## src/rtl/sram_like_arbiter.sv

```systemverilog
// sram_like_arbiter: shares one SRAM-like memory port between the inst-fetch and data masters.
// Latency: request path is combinational (0 cycles); responses route back in the cycle of mem_data_ok.
// Backpressure: masters hold req until addr_ok; mem_req is masked while OUTS_DEPTH requests are outstanding.
// Optional macro ARB_ROUND_ROBIN_EN: round-robin when both masters request (default: data always wins).
module sram_like_arbiter #(
    parameter int OUTS_DEPTH = 4
) (
    input  logic                         clk,
    input  logic                         reset,
    input  logic                         inst_req,
    input  logic                         inst_wr,
    input  logic [1:0]                   inst_size,
    input  logic [31:0]                  inst_addr,
    input  logic [31:0]                  inst_wdata,
    output logic                         inst_addr_ok,
    output logic                         inst_data_ok,
    output logic [31:0]                  inst_rdata,
    input  logic                         data_req,
    input  logic                         data_wr,
    input  logic [1:0]                   data_size,
    input  logic [31:0]                  data_addr,
    input  logic [31:0]                  data_wdata,
    output logic                         data_addr_ok,
    output logic                         data_data_ok,
    output logic [31:0]                  data_rdata,
    output logic                         mem_req,
    output logic                         mem_wr,
    output logic [1:0]                   mem_size,
    output logic [31:0]                  mem_addr,
    output logic [31:0]                  mem_wdata,
    input  logic                         mem_addr_ok,
    input  logic                         mem_data_ok,
    input  logic [31:0]                  mem_rdata,
    output logic [$clog2(OUTS_DEPTH):0]  outs_cnt
);

    localparam int PW = $clog2(OUTS_DEPTH);
    localparam logic [PW:0] DEPTH_CNT = (PW+1)'(OUTS_DEPTH);

    typedef enum logic [1:0] {
        ARB_IDLE   = 2'd0,
        ARB_HOLD_I = 2'd1,
        ARB_HOLD_D = 2'd2
    } arb_state_e;

    arb_state_e              state_q, state_d;
    logic [PW:0]             cnt_q, cnt_d;
    logic [PW-1:0]           wr_ptr_q, wr_ptr_d;
    logic [PW-1:0]           rd_ptr_q, rd_ptr_d;
    logic [OUTS_DEPTH-1:0]   owner_q;

    logic grant_vld;
    logic grant_data;
    logic pick_data;
    logic granted_req;
    logic full;
    logic empty;
    logic mem_req_int;
    logic accept;
    logic pop;
    logic head_owner;

    assign full  = (cnt_q == DEPTH_CNT);
    assign empty = (cnt_q == '0);

`ifdef ARB_ROUND_ROBIN_EN
    // Owner of the most recent accepted request (1 = data); reset value favours data.
    logic last_data_q;

    // Track the last accepted owner for round-robin tie breaking.
    always_ff @(posedge clk or posedge reset) begin
        if (reset) begin
            last_data_q <= 1'b0;
        end else if (accept) begin
            last_data_q <= grant_data;
        end
    end

    assign pick_data = data_req & (~inst_req | ~last_data_q);
`else
    assign pick_data = data_req;
`endif

    // Grant state register.
    always_ff @(posedge clk or posedge reset) begin
        if (reset) begin
            state_q <= ARB_IDLE;
        end else begin
            state_q <= state_d;
        end
    end

    // Grant selection and next state; a grant is locked until the slave accepts or the master withdraws.
    always_comb begin
        state_d    = state_q;
        grant_vld  = 1'b0;
        grant_data = 1'b0;
        case (state_q)
            ARB_IDLE: begin
                if ((inst_req | data_req) && !full) begin
                    grant_vld  = 1'b1;
                    grant_data = pick_data;
                    if (!mem_addr_ok) begin
                        state_d = pick_data ? ARB_HOLD_D : ARB_HOLD_I;
                    end
                end
            end
            ARB_HOLD_I: begin
                grant_vld  = 1'b1;
                grant_data = 1'b0;
                if (mem_addr_ok || !inst_req) begin
                    state_d = ARB_IDLE;
                end
            end
            ARB_HOLD_D: begin
                grant_vld  = 1'b1;
                grant_data = 1'b1;
                if (mem_addr_ok || !data_req) begin
                    state_d = ARB_IDLE;
                end
            end
            default: begin
                state_d = ARB_IDLE;
            end
        endcase
    end

    assign granted_req = grant_vld & (grant_data ? data_req : inst_req);
    assign mem_req_int = granted_req & ~full;
    assign accept      = mem_req_int & mem_addr_ok;
    // Responses with nothing outstanding are dropped rather than popping an empty FIFO.
    assign pop         = mem_data_ok & ~empty;
    assign head_owner  = owner_q[rd_ptr_q];

    // Owner FIFO pointer and count bookkeeping; a push and pop together leave the count unchanged.
    always_comb begin
        wr_ptr_d = wr_ptr_q;
        rd_ptr_d = rd_ptr_q;
        cnt_d    = cnt_q;
        if (accept) begin
            wr_ptr_d = wr_ptr_q + PW'(1);
        end
        if (pop) begin
            rd_ptr_d = rd_ptr_q + PW'(1);
        end
        if (accept && !pop) begin
            cnt_d = cnt_q + (PW+1)'(1);
        end else if (!accept && pop) begin
            cnt_d = cnt_q - (PW+1)'(1);
        end
    end

    // Owner FIFO pointers and count registers.
    always_ff @(posedge clk or posedge reset) begin
        if (reset) begin
            wr_ptr_q <= '0;
            rd_ptr_q <= '0;
            cnt_q    <= '0;
        end else begin
            wr_ptr_q <= wr_ptr_d;
            rd_ptr_q <= rd_ptr_d;
            cnt_q    <= cnt_d;
        end
    end

    // Owner FIFO storage: one bit per accepted request, 1 = data master.
    always_ff @(posedge clk or posedge reset) begin
        if (reset) begin
            owner_q <= '0;
        end else if (accept) begin
            owner_q[wr_ptr_q] <= grant_data;
        end
    end

    // Output steering; everything is forced low while reset is asserted.
    always_comb begin
        mem_req      = 1'b0;
        mem_wr       = 1'b0;
        mem_size     = 2'd0;
        mem_addr     = 32'd0;
        mem_wdata    = 32'd0;
        inst_addr_ok = 1'b0;
        data_addr_ok = 1'b0;
        inst_data_ok = 1'b0;
        data_data_ok = 1'b0;
        inst_rdata   = 32'd0;
        data_rdata   = 32'd0;
        if (!reset) begin
            mem_req = mem_req_int;
            if (grant_vld) begin
                if (grant_data) begin
                    mem_wr    = data_wr;
                    mem_size  = data_size;
                    mem_addr  = data_addr;
                    mem_wdata = data_wdata;
                end else begin
                    mem_wr    = inst_wr;
                    mem_size  = inst_size;
                    mem_addr  = inst_addr;
                    mem_wdata = inst_wdata;
                end
            end
            inst_addr_ok = accept & ~grant_data;
            data_addr_ok = accept &  grant_data;
            inst_data_ok = pop & ~head_owner;
            data_data_ok = pop &  head_owner;
            inst_rdata   = mem_rdata;
            data_rdata   = mem_rdata;
        end
    end

    assign outs_cnt = cnt_q;

endmodule

```

## config.mk

```make
export PLATFORM = sky130hd
export DESIGN_NAME = sram_like_arbiter
export DESIGN_NICKNAME = d
export VERILOG_FILES = /design/src/rtl/sram_like_arbiter.sv
export SDC_FILE = /design/constraint.sdc
export NUM_CORES = 1
export LEC_CHECK = 0
export CELL_PAD_IN_SITES_DETAIL_PLACEMENT = 1
export CELL_PAD_IN_SITES_GLOBAL_PLACEMENT = 1
export CORE_MARGIN = 2
export CORE_UTILIZATION = 15
export DETAILED_ROUTE_END_ITERATION = 7
export PLACE_DENSITY = 0.8
export SLEW_MARGIN = 30
export SYNTH_ARGS = -nofsm -noshare
export SYNTH_HDL_FRONTEND = slang
export SYNTH_SLANG_ARGS = --single-unit
```

## constraint.sdc

```tcl
create_clock -name clk -period 2.87 [get_ports clk]
set_input_delay 0.574 -clock clk [delete_from_list [all_inputs] [get_ports clk]]
set_output_delay 0.574 -clock clk [all_outputs]
set_load 0.02 [all_outputs]
```

# == Yosys cells after proc, flatten, opt, wreduce, memory -nomap -nowiden ==
# Index checks and enable logic that the tools add are counted.
# totals
regBits,13
latchBits,0
ram_bits,0
rom_bits,0
in_bits,172
wordCells,84
n_memories,0
# op_classes
n_addsub,4
mul,0
div_mod_pow,0
magnitude_cmp,3
n_eq_ne,7
shifts,0
mux,36
bitwise,13
reduce_logical,16
# op_table
op,count
$mux 32,7
$mux 2,8
$mux 1,13
$and 1x1->1,8
$ne 2x2->1 const B,4
$lt 2x3->1 const B,2
$mux 3,2
$pmux 2 s3,1
$logic_not 1->1,5
$add 2x1->2 const B,2
$bwmux 4,1
$logic_and 1x1->1,4
$not 1->1,4
$pmux 1 s2,2
$reduce_and 4->1,1
$add 3x1->3 const B,1
$eq 3x3->1 const B,1
$logic_not 3->1,1
$sub 3x1->3 const B,1
$bmux 1 s2,1
$demux 1 s2,1
$eq 2x1->1 const B,1
$eq 2x2->1 const B,1
$ge 2x1->1 const B,1
other kinds (5),6

# == Logic depth before layout (Yosys ltp) ==
# Gate-level depths: netlist of run 1.
# depth
ltp_word,13
ltp_mapped,12
mapped_depth_nobuf,12

# == Worst setup path before layout of run 1 ==
# No wires, ideal clock.
# synth_timing
path_kind,flip-flop to flip-flop
startpoint,register state_q[0]
endpoint,"register cnt_q[2], in the netlist outs_cnt[2]"
setup_ns,0.080
arrival_time_ns,2.386
required_time_ns,2.790
setup_slack_ns,0.404
path_stages_with_launch,12
period_less_slack_ns,2.466
path_cell_list,dfrtp_1 > ha_1 > nand2b_1 > o32ai_4 > nand3_2 > inv_1 > ha_1 > inv_1 > fa_1 > xor2_1 > nor2_1 > xor2_1
# synth_between
elab_chain_cells,9
word_cells_on_any_way,15
classes_between,eq/ne: 2; mux: 4; bitwise: 3; reduce/logical: 6
# synth_lines
element,line,source
"start, declared",46,"arb_state_e state_q, state_d;"
"start signal, assigned",89,state_q <= state_d;
"$eq 2x2->1, or another cell as far along",98,case (state_q)
$reduce_or 2->1 (no source line) / $pmux 1 s2 (equally long branches),-,
$pmux 1 s2 / $mux 1 (equally long branches),"98, 128",
$and 1x1->1 *,128,assign granted_req = grant_vld & (grant_data ? data_req : inst_req);
$and 1x1->1 *,129,assign mem_req_int = granted_req & ~full;
$and 1x1->1 *,130,assign accept = mem_req_int & mem_addr_ok;
net accept,59,logic accept;
$logic_not 1->1,148,end else if (!accept && pop) begin
$logic_and 1x1->1,148,
$reduce_bool 2->1 (no source line),-,
"end signal, assigned",162,cnt_q <= cnt_d;
"end, declared",47,"logic [PW:0] cnt_q, cnt_d;"
# The timed path passes the listed nets; every way through them passes the cells marked *.
# A chain may end at the register's enable or synchronous reset.

# == Worst setup path in the final report of run 1 ==
# layout_timing
startpoint,input port reset
endpoint,output port inst_rdata[31]
# layout_between
elab_chain_cells,1
# layout_lines
element,line,source
"start, declared",9,"input logic reset,"
$mux 32,188,if (!reset) begin
"end, declared",17,"output logic [31:0] inst_rdata,"
# No other way between the ends.

==> results.py, run 1 <==
metrics = {
    "timing": {
        "hold-worst-slack_ns": 0.506,
        "rsz0062_at_grt": "true",
        "max_freq_mhz": 357,
        "tightest_slew_ns": 0.671,
        "skew_ns": 0.00202,
        "maxSlewViolCount": 0,
        "period_minus_slack_ns": 2.80,
        "maxSlewHeadroom_pct": 54.9,
        "hold_viol_final": 0,
        "finalSetupViolCount": 0,
        "final.period_utilization_pct": 97.7,
        "finalWorstSetupSlack_ns": 0.0661,
    },
    "cells_and_area": {
        "multi_input_area_mm2": 0.00169,
        "final_cell_mix": "239 x clkdlybuf4s50_1, 134 x nand2_1, 39 x buf_2",
        "seq_area_um2": 325,
        "stdcell_count": 872,
        "fill_cells": 1971,
        "syn_to_final_growth_pct": 138,
        "drive_gt1_share_pct": 23.3,
        "final_common_cell": "clkdlybuf4s50_1",
        "final_cell_area_mm2": 0.00574,
        "final_nets": 839,
        "num_antenna_cells": 0,
    },
    "synthesis": {
        "synth.distinct_cells": 34,
        "netlist_instances": 367,
        "yosys_warnings": 0,
        "syn_nets": 549,
        "synth.largest_area_cell": "nand2_1",
        "ys_top_cells_by_area": "nand2_1 21%, dfrtp_1 14%, a21oi_2 11%",
        "synth_seq_cells": 13,
        "synth_area_mm2": 0.00241,
        "ys_seq_area_share_pct": 13.5,
        "avgSynthCellArea_um2": 6.56,
        "synth_top_area_share_pct": 21.0,
    },
    "grt": {
        "globalRoute.totalOverflow": 0,
        "grt_pass1_wl_mm": 18.7,
        "grt_antenna_before_repair": 0,
        "grt_pass1_vias": 3442,
        "grt_usage_pct": 13.8,
        "grt_max_degree": 49,
    },
    "power": {
        "power_leakage_nw": 2.37,
        "total_power_mw": 4.52,
        "p_per_area_mw_per_mm2": 787,
        "ir_drop_uv": 307,
    },
    "routing": {
        "wl_per_cell_um": 15.8,
        "num_vias": 3457,
        "totalWireLength_mm": 13.8,
        "ant_nets": 0,
        "viasPerCell": 3.96,
        "drcViolationCount": 0,
        "drt_first_iter_violations": 117,
        "drtPass1Iterations": 4,
    },
    "floorplan": {
        "num_rows": 46,
        "core-area_mm2": 0.0158,
        "io_pins": 311,
        "die_width_um": 131,
        "start_util_pct": 15.3,
        "die_h_um": 131,
        "dieArea_mm2": 0.0171,
    },
    "cts": {
        "ctsLongestPathBuffers": 2,
        "cts_tree": "done",
        "clkSinkCount": 13,
        "cts_buffers": 3,
        "cts.clk_slew.worst_paths_ns": 0.05,
        "clk_latency_ns": 0.24,
        "cts_root_buf": "clkbuf_16",
        "htree_levels": 1,
    },
    "critical_path": {
        "crit_path_start_kind": "input port",
        "endpoint_kind": "output port",
        "required_ns": 2.30,
        "critical_path_arrival_ns": 2.23,
        "r2r_start": "state_q[0]",
        "path_max_fanout": 9,
        "setup.worst_path.start": "reset",
        "path_class": "in -> out",
    },
    "placement": {
        "dpl.hpwl_mm": 10.9,
        "gp_congestion": 0.780,
        "io_buffer_count": 310,
        "pre_cts_slack_ns": -0.468,
        "place_area_mm2": 0.00565,
        "numPlacedInstances": 860,
    },
    "job": {
        "drv_cap": 0,
    },
    "worst_hold_path": {
        "hold_path_class": "reg -> reg",
        "min_from": "owner_q[1]",
    },
    "status": {
        "status": "finished, final reports clean",
    },
}
## worst max-delay path, cell delays in order
cell and delay [ns]:
clkdlybuf4s50_1 0.50, buf_4 0.21, nor2b_1 0.24, clkdlybuf4s50_1 0.70
## final timing paths
| kind | to | slack [ns] | depth (start not counted) |
|---|---|---|---|
| worst max register to register | outs_cnt[2] | 0.14 | 15 |
| max in group asynchronous | state_q[1] | 1.84 | 3 |
| worst min register to register | owner_q[1] | 0.51 | 1 |
| worst max-delay path | inst_rdata[31] | 0.07 | 4 |
| min in group asynchronous | rd_ptr_q[0] | 0.86 | 3 |
| worst min-delay path | owner_q[1] | 0.51 | 1 |
## synthesized netlist by cell type
library cell  count
a21oi_1          38
a21oi_2          30
a22oi_1           1
and3_1            1
buf_1             2
buf_2             6
buf_4            35
buf_6             5
clkbuf_1         11
dfrtp_1          13
fa_1              1
ha_1              9
inv_1             9
mux2_1            1
mux2_2            5
mux2i_1           2
mux4_2            1
nand2_1         135
nand2_2           1
nand2b_1          3
nand3_2           1
nand4_1           4
nor2_1            3
nor2b_1          32
nor3_1            3
nor3b_1           1
nor3b_4           1
o21ai_0           2
o21ba_2           1
o21bai_1          1
o31ai_1           2
o32ai_4           1
xnor2_1           3
xor2_1            3
## report_power, final
part	internal (mW)	switching, mW	total (mW)
Combinational	1.72	2.17	3.89
Sequential	0.278	0.0805	0.359
Clock	0.187	0.0762	0.264
Total	2.19	2.33	4.52
## metal layers
layer	wire (um)	share of wire, %	track usage, %	up-vias
li1	-	-	-	1735
met1	5810	42	17.4	1594
met2	7080	51	25.6	124
met3	800	5.8	2.32	4
met4	61	0.44	1.44	0
met5	0	0	0	-
## timing repair
action	CTS	global route
setup buffers	3	2
endpoints found under the setup margin	71	44
gates resized for setup	244	21
pin swaps	1	4
hold buffers	0	0
gates cloned	0	3
## logic make-up after synthesis
family,count (synthesis),synth area share (%)
compound gates,76,22.0
mux,9,4.57
fa+ha+maj,10,5.51
xor+xnor,6,2.18
flops,13,13.5
simple gates,185,34.3
buf+inv,68,17.9
## per-stage QoR
step	util [%]	TNS [ns]
after detailed placement	35.8	-28.15
after CTS	35.8	0
after floorplan	-	0
final	36.4	0
after global placement	35.8	-25.86
after global routing	36.4	-0.0800
## flip-flops by register name (all words and copies together) (netlist names)
register  count
owner_q       4
wr_ptr_q      2
rd_ptr_q      2
outs_cnt      3
state_q       2
## final cells by class
type                       count  area share (%)
clock buffer                   4            1.37
inverter                       9           0.589
timing repair buffer         344            58.2
multi-input combinational    286            29.5
sequential                    13            5.67
tap                          216            4.71
Power figures use the tool's default switching activity.
==> run 2, diff against run 1 <==
ABC_AREA = 1   (was not set)
CTS_CLUSTER_SIZE = 20   (was not set)
PLACE_DENSITY = 0.83   (was 0.8)
==> results.py, run 2 <==
metrics = {
    "status": {
        "status": "finished, final reports clean",
    },
    "critical_path": {
        "r2r-end": "outs_cnt[2]",
        "required_ns": 2.30,
        "path_max_fanout": 13,
        "r2r_start": "state_q[0]",
        "cp-endpoint": "inst_rdata[4]",
        "worst_path_max_delay_cell": "clkdlybuf4s50_1",
        "slowest_delay_ns": 0.65,
        "setup.worst_path.start": "reset",
        "path_class": "in -> out",
        "crit_path_start_kind": "input port",
        "r2r_cells": 17,
        "cp_cell_sequence": "clkdlybuf4s50_1 -> buf_4 -> buf_4 -> nor2_1 -> clkdlybuf4s50_1",
        "endpoint_kind": "output port",
        "r2r_setup_slack_ns": 0.34,
        "critical_path_arrival_ns": 2.19,
    },
    "grt": {
        "globalRoute.totalOverflow": 0,
        "grt_pass1_wl_mm": 21.3,
        "grt_max_degree": 53,
        "grt_use_met1_pct": 15.6,
        "met3_usage_pct": 4.51,
        "grt_usage_pct": 15.5,
        "grtUsageMet2_pct": 30.7,
        "grt_pass1_vias": 3937,
        "gr-max-usage-layer": "met2",
        "grt_antenna_before_repair": 0,
    },
    "synthesis": {
        "async_reset_ff_share_pct": 100,
        "ys_seq_area_share_pct": 13.4,
        "netlist_instances": 436,
        "synth_common_cells": "169 x nand2_1, 51 x a21oi_1, 48 x inv_1",
        "synth_edf_count": 0,
        "avgSynthCellArea_um2": 5.56,
        "synth.distinct_cells": 26,
        "yosys_warnings": 0,
        "synth_flop_cell": "dfrtp_1",
        "synth_seq_cells": 13,
        "synth_area_mm2": 0.00243,
        "synth_top_area_share_pct": 26.1,
        "syn_nets": 618,
        "yosysMostFrequentCell": "nand2_1",
        "synth.largest_area_cell": "nand2_1",
        "ys_top_cells_by_area": "nand2_1 26%, dfrtp_1 13%, a21oi_1 11%",
    },
    "cells_and_area": {
        "num_antenna_cells": 0,
        "final_cell_mix": "239 x clkdlybuf4s50_1, 169 x nand2_1, 48 x inv_1",
        "drive_gt1_share_pct": 19.1,
        "largest_reg_flops": 4,
        "final_common_cell": "clkdlybuf4s50_1",
        "final_core_util_pct": 35.1,
        "fill_cells": 1990,
        "final_cell_area_mm2": 0.00556,
        "regMostFlops": "owner_q",
        "final_nets": 906,
        "syn_to_final_growth_pct": 129,
        "stdcell_count": 939,
    },
    "timing": {
        "max_freq_mhz": 361,
        "skew_ns": 0.00225,
        "hold_viol_final": 0,
        "maxSlewViolCount": 0,
        "period_minus_slack_ns": 2.77,
        "maxSlewHeadroom_pct": 80.4,
        "finalSetupViolCount": 0,
        "final.period_utilization_pct": 96.4,
        "tightest_slew_ns": 0.292,
    },
    "cts": {
        "htree_levels": 1,
        "cts_root_buf": "clkbuf_16",
        "clk_latency_ns": 0.24,
        "hold_buffers": 0,
        "cts.clk_slew.worst_paths_ns": 0.04,
        "cts_tree": "done",
        "cts_buffers": 3,
        "ctsLongestPathBuffers": 2,
        "cts_setup_buffers": 0,
        "clkSinkCount": 13,
    },
    "routing": {
        "drtPass1Iterations": 4,
        "drcViolationCount": 0,
        "totalWireLength_mm": 14.0,
        "ant_nets": 0,
        "num_vias": 3822,
        "viasPerCell": 4.07,
        "drt_first_iter_violations": 87,
        "wl_per_cell_um": 15.0,
    },
    "worst_hold_path": {
        "hold_path_class": "reg -> reg",
        "min_path_cells": 2,
        "min_from": "owner_q[1]",
    },
    "placement": {
        "dpl.hpwl_mm": 12.1,
        "io_buffer_count": 310,
        "place_area_mm2": 0.00571,
        "numPlacedInstances": 933,
        "gp_congestion": 0.848,
    },
    "floorplan": {
        "dieArea_mm2": 0.0172,
        "die_width_um": 131,
        "io_pins": 311,
        "num_rows": 46,
        "core-area_mm2": 0.0158,
        "die_h_um": 131,
        "start_util_pct": 15.3,
    },
    "power": {
        "ir_drop_uv": 443,
        "p_per_area_mw_per_mm2": 747,
        "p_comb_share_pct": 85.2,
        "power.switching_mw": 2.27,
        "seqPwrFrac_pct": 8.4,
        "power_frac_clock_pct": 6.4,
        "p_int_mw": 1.89,
        "sw_frac_of_total_pct": 54.6,
        "power_leakage_nw": 2.62,
    },
    "job": {
        "drv_cap": 0,
    },
}
## run 2: final cells by class
| type | instances | area (um2) | area share, % |
|---|---|---|---|
| clock buffer | 4 | 78.8 | 1.42 |
| inverter | 49 | 186 | 3.35 |
| multi-input combinational | 317 | 1560 | 28.1 |
| sequential | 13 | 325 | 5.85 |
| tap | 216 | 270 | 4.86 |
| timing repair buffer | 340 | 3140 | 56.4 |
## run 2: logic make-up after synthesis
family                     after synthesis  synth area share (%)
and+or+nand+nor                        226                  36.8
buffers and inverters                  106                  23.3
AOI/OAI and AO/OA                       77                  19.5
DFF                                     13                  13.4
adders and majority gates               10                  5.47
xor gates and xnor gates                 3                  1.08
muxes                                    1                 0.464
## run 2: repair_timing
| item | CTS | global route |
|---|---|---|
| gates resized for setup | 159 | 84 |
| cloned | 0 | 2 |
| setup endpoints to repair | 67 | 66 |
## run 2: worst min path at each step
stage,to,slack (ns)
floorplan,owner_q[1],0.44
global placement,owner_q[1],0.46
detailed placement,owner_q[2],0.47
CTS,owner_q[2],0.48
global route,owner_q[0],0.51
finish,owner_q[1],0.48
## run 2: layer usage
| metal | wire (um) | vias up | share of wire [%] |
|---|---|---|---|
| li1 | - | 1878 | - |
| met2 | 7580 | 195 | 54 |
| met1 | 5040 | 1733 | 36 |
| met4 | 306 | 0 | 2.2 |
| met3 | 1120 | 16 | 7.9 |
| met5 | 0 | - | 0 |
## run 2: power by group through the flow
stage / Combinational, mW / Sequential (mW) / Clock [mW]
floorplan: 2.00 / 0.371 / 0
global placement: 3.67 / 0.345 / 0
detailed placement: 3.74 / 0.353 / 0
CTS: 3.57 / 0.353 / 0.274
global route: 3.85 / 0.366 / 0.284
finish: 3.54 / 0.350 / 0.267
## run 2: metrics by stage
step / total power, mW / hold WS [ns] / TNS [ns] / worst slack, ns
detailed placement: 4.09 / 0.467 / -20.20 / -0.435
global placement: 4.02 / 0.458 / -19.89 / -0.463
finish: 4.15 / 0.481 / 0 / 0.102
CTS: 4.20 / 0.479 / -0.0690 / -0.0654
floorplan: 2.37 / 0.442 / 0 / 0.496
global route: 4.50 / 0.513 / -0.0222 / -0.0148
## run 2: critical path, delay by kind of cell
family / cells / cell delay [ns]
and+or+nand+nor: 1 / 0.21
buffers and inverters: 4 / 1.40
==> run 3, diff against run 2 <==
CTS_BUF_LIST = sky130_fd_sc_hd__clkbuf_2   (was not set)
SKIP_CTS_REPAIR_TIMING = 1   (was not set)
==> results.py, run 3 (synthesis gave the netlist of run 2 again) <==
metrics = {
    "status": {
        "status": "finished, final reports clean",
    },
    "cts": {
        "htree_levels": 1,
        "ctsLongestPathBuffers": 2,
        "clkSinkCount": 13,
        "cts.clk_slew.worst_paths_ns": 0.14,
        "cts_buffers": 3,
        "cts_tree": "done",
        "cts_root_buf": "clkbuf_2",
        "clk_latency_ns": 0.28,
    },
    "floorplan": {
        "die_h_um": 131,
        "die_width_um": 131,
        "core-area_mm2": 0.0158,
        "io_pins": 311,
        "start_util_pct": 15.3,
        "num_rows": 46,
        "dieArea_mm2": 0.0172,
    },
    "critical_path": {
        "path_max_fanout": 13,
        "critical_path_arrival_ns": 2.20,
        "endpoint_kind": "output port",
        "required_ns": 2.30,
        "r2r_start": "state_q[0]",
        "path_class": "in -> out",
        "setup.worst_path.start": "reset",
        "crit_path_start_kind": "input port",
    },
    "timing": {
        "max_freq_mhz": 361,
        "maxSlewViolCount": 0,
        "period_minus_slack_ns": 2.77,
        "final.period_utilization_pct": 96.5,
        "skew_ns": 0.0193,
        "tightest_slew_ns": 0.280,
        "finalWorstSetupSlack_ns": 0.100,
        "hold-worst-slack_ns": 0.503,
        "finalSetupViolCount": 0,
        "maxSlewHeadroom_pct": 81.2,
        "hold_viol_final": 0,
    },
    "placement": {
        "place_area_mm2": 0.00571,
        "dpl.hpwl_mm": 12.1,
        "numPlacedInstances": 933,
        "io_buffer_count": 310,
        "gp_congestion": 0.848,
        "pre_cts_slack_ns": -0.435,
    },
    "grt": {
        "grtUsageMet2_pct": 31.1,
        "grt_pass1_vias": 3946,
        "gr-max-usage-layer": "met2",
        "grt_pass1_wl_mm": 21.3,
        "grt_max_degree": 53,
        "grt_usage_pct": 15.5,
        "met3_usage_pct": 4.36,
        "globalRoute.totalOverflow": 0,
        "grt_antenna_before_repair": 1,
        "grt_use_met1_pct": 15.7,
    },
    "cells_and_area": {
        "final_cell_mix": "237 x clkdlybuf4s50_1, 168 x nand2_1, 53 x dlymetal6s2s_1",
        "stdcell_count": 943,
        "fill_cells": 1933,
        "final_common_cell": "clkdlybuf4s50_1",
        "regMostFlops": "owner_q",
        "drive_gt1_share_pct": 12.9,
        "largest_reg_flops": 4,
        "syn_to_final_growth_pct": 144,
        "final_cell_area_mm2": 0.00592,
        "final_nets": 909,
    },
    "worst_hold_path": {
        "min_from": "owner_q[2]",
        "hold_path_class": "reg -> reg",
    },
    "power": {
        "power.switching_mw": 2.27,
        "power_leakage_nw": 3.38,
        "power_frac_clock_pct": 2.3,
        "sw_frac_of_total_pct": 53.5,
        "seqPwrFrac_pct": 8.2,
        "p_comb_share_pct": 89.5,
        "p_per_area_mw_per_mm2": 716,
        "p_int_mw": 1.97,
        "ir_drop_uv": 507,
    },
    "routing": {
        "drcViolationCount": 0,
        "wl_per_cell_um": 15.1,
        "num_vias": 3860,
        "totalWireLength_mm": 14.3,
        "ant_nets": 0,
        "drt_first_iter_violations": 73,
        "viasPerCell": 4.09,
        "drtPass1Iterations": 4,
    },
    "job": {
        "drv_cap": 0,
    },
}
## run 3: area by class of cell
cell class	instances	area (um2)	share of cell area, %
antenna	1	2.50	0.0422
clock buffer	4	20.0	0.338
inverter	49	186	3.15
multi-input combinational	317	1580	26.6
sequential	13	325	5.49
tap	216	270	4.56
timing repair buffer	343	3540	59.8
## run 3: worst max-delay path, cell delays in order
cell and delay, ns:
clkdlybuf4s50_1 0.42, buf_4 0.16, buf_4 0.17, nor2_1 0.21, clkdlybuf4s50_1 0.65
## run 3: per-layer routing
metal  wire [um]  share of wire, %
met1        5020                35
met2        7910                55
met3        1120               7.8
met4         221               1.6
met5           0                 0
## run 3: per-stage QoR
stage,utilization (%),TNS [ns],total power [mW]
after global routing,37.4,-0.000966,4.58
after detailed placement,36.1,-20.20,4.09
after floorplan,-,0,2.37
final,37.4,0,4.24
after global placement,36.1,-19.89,4.02
after CTS,36.2,-20.43,4.21
## run 3: final timing paths
check | slack, ns | cells past startpoint | end
max | 0.10 | 5 | inst_rdata[4]
min | 0.50 | 2 | owner_q[2]
max reg2reg | 0.30 | 17 | outs_cnt[2]
min reg2reg | 0.50 | 2 | owner_q[2]
min in group asynchronous | 0.86 | 4 | state_q[1]
max in group asynchronous | 1.82 | 4 | rd_ptr_q[0]
## run 3: power groups by stage
stage	Clock, mW	Sequential, mW	Combinational [mW]
floorplan	0	0.371	2.00
global placement	0	0.345	3.67
detailed placement	0	0.353	3.74
CTS	0.102	0.350	3.76
global route	0.117	0.364	4.10
finish	0.0972	0.348	3.80
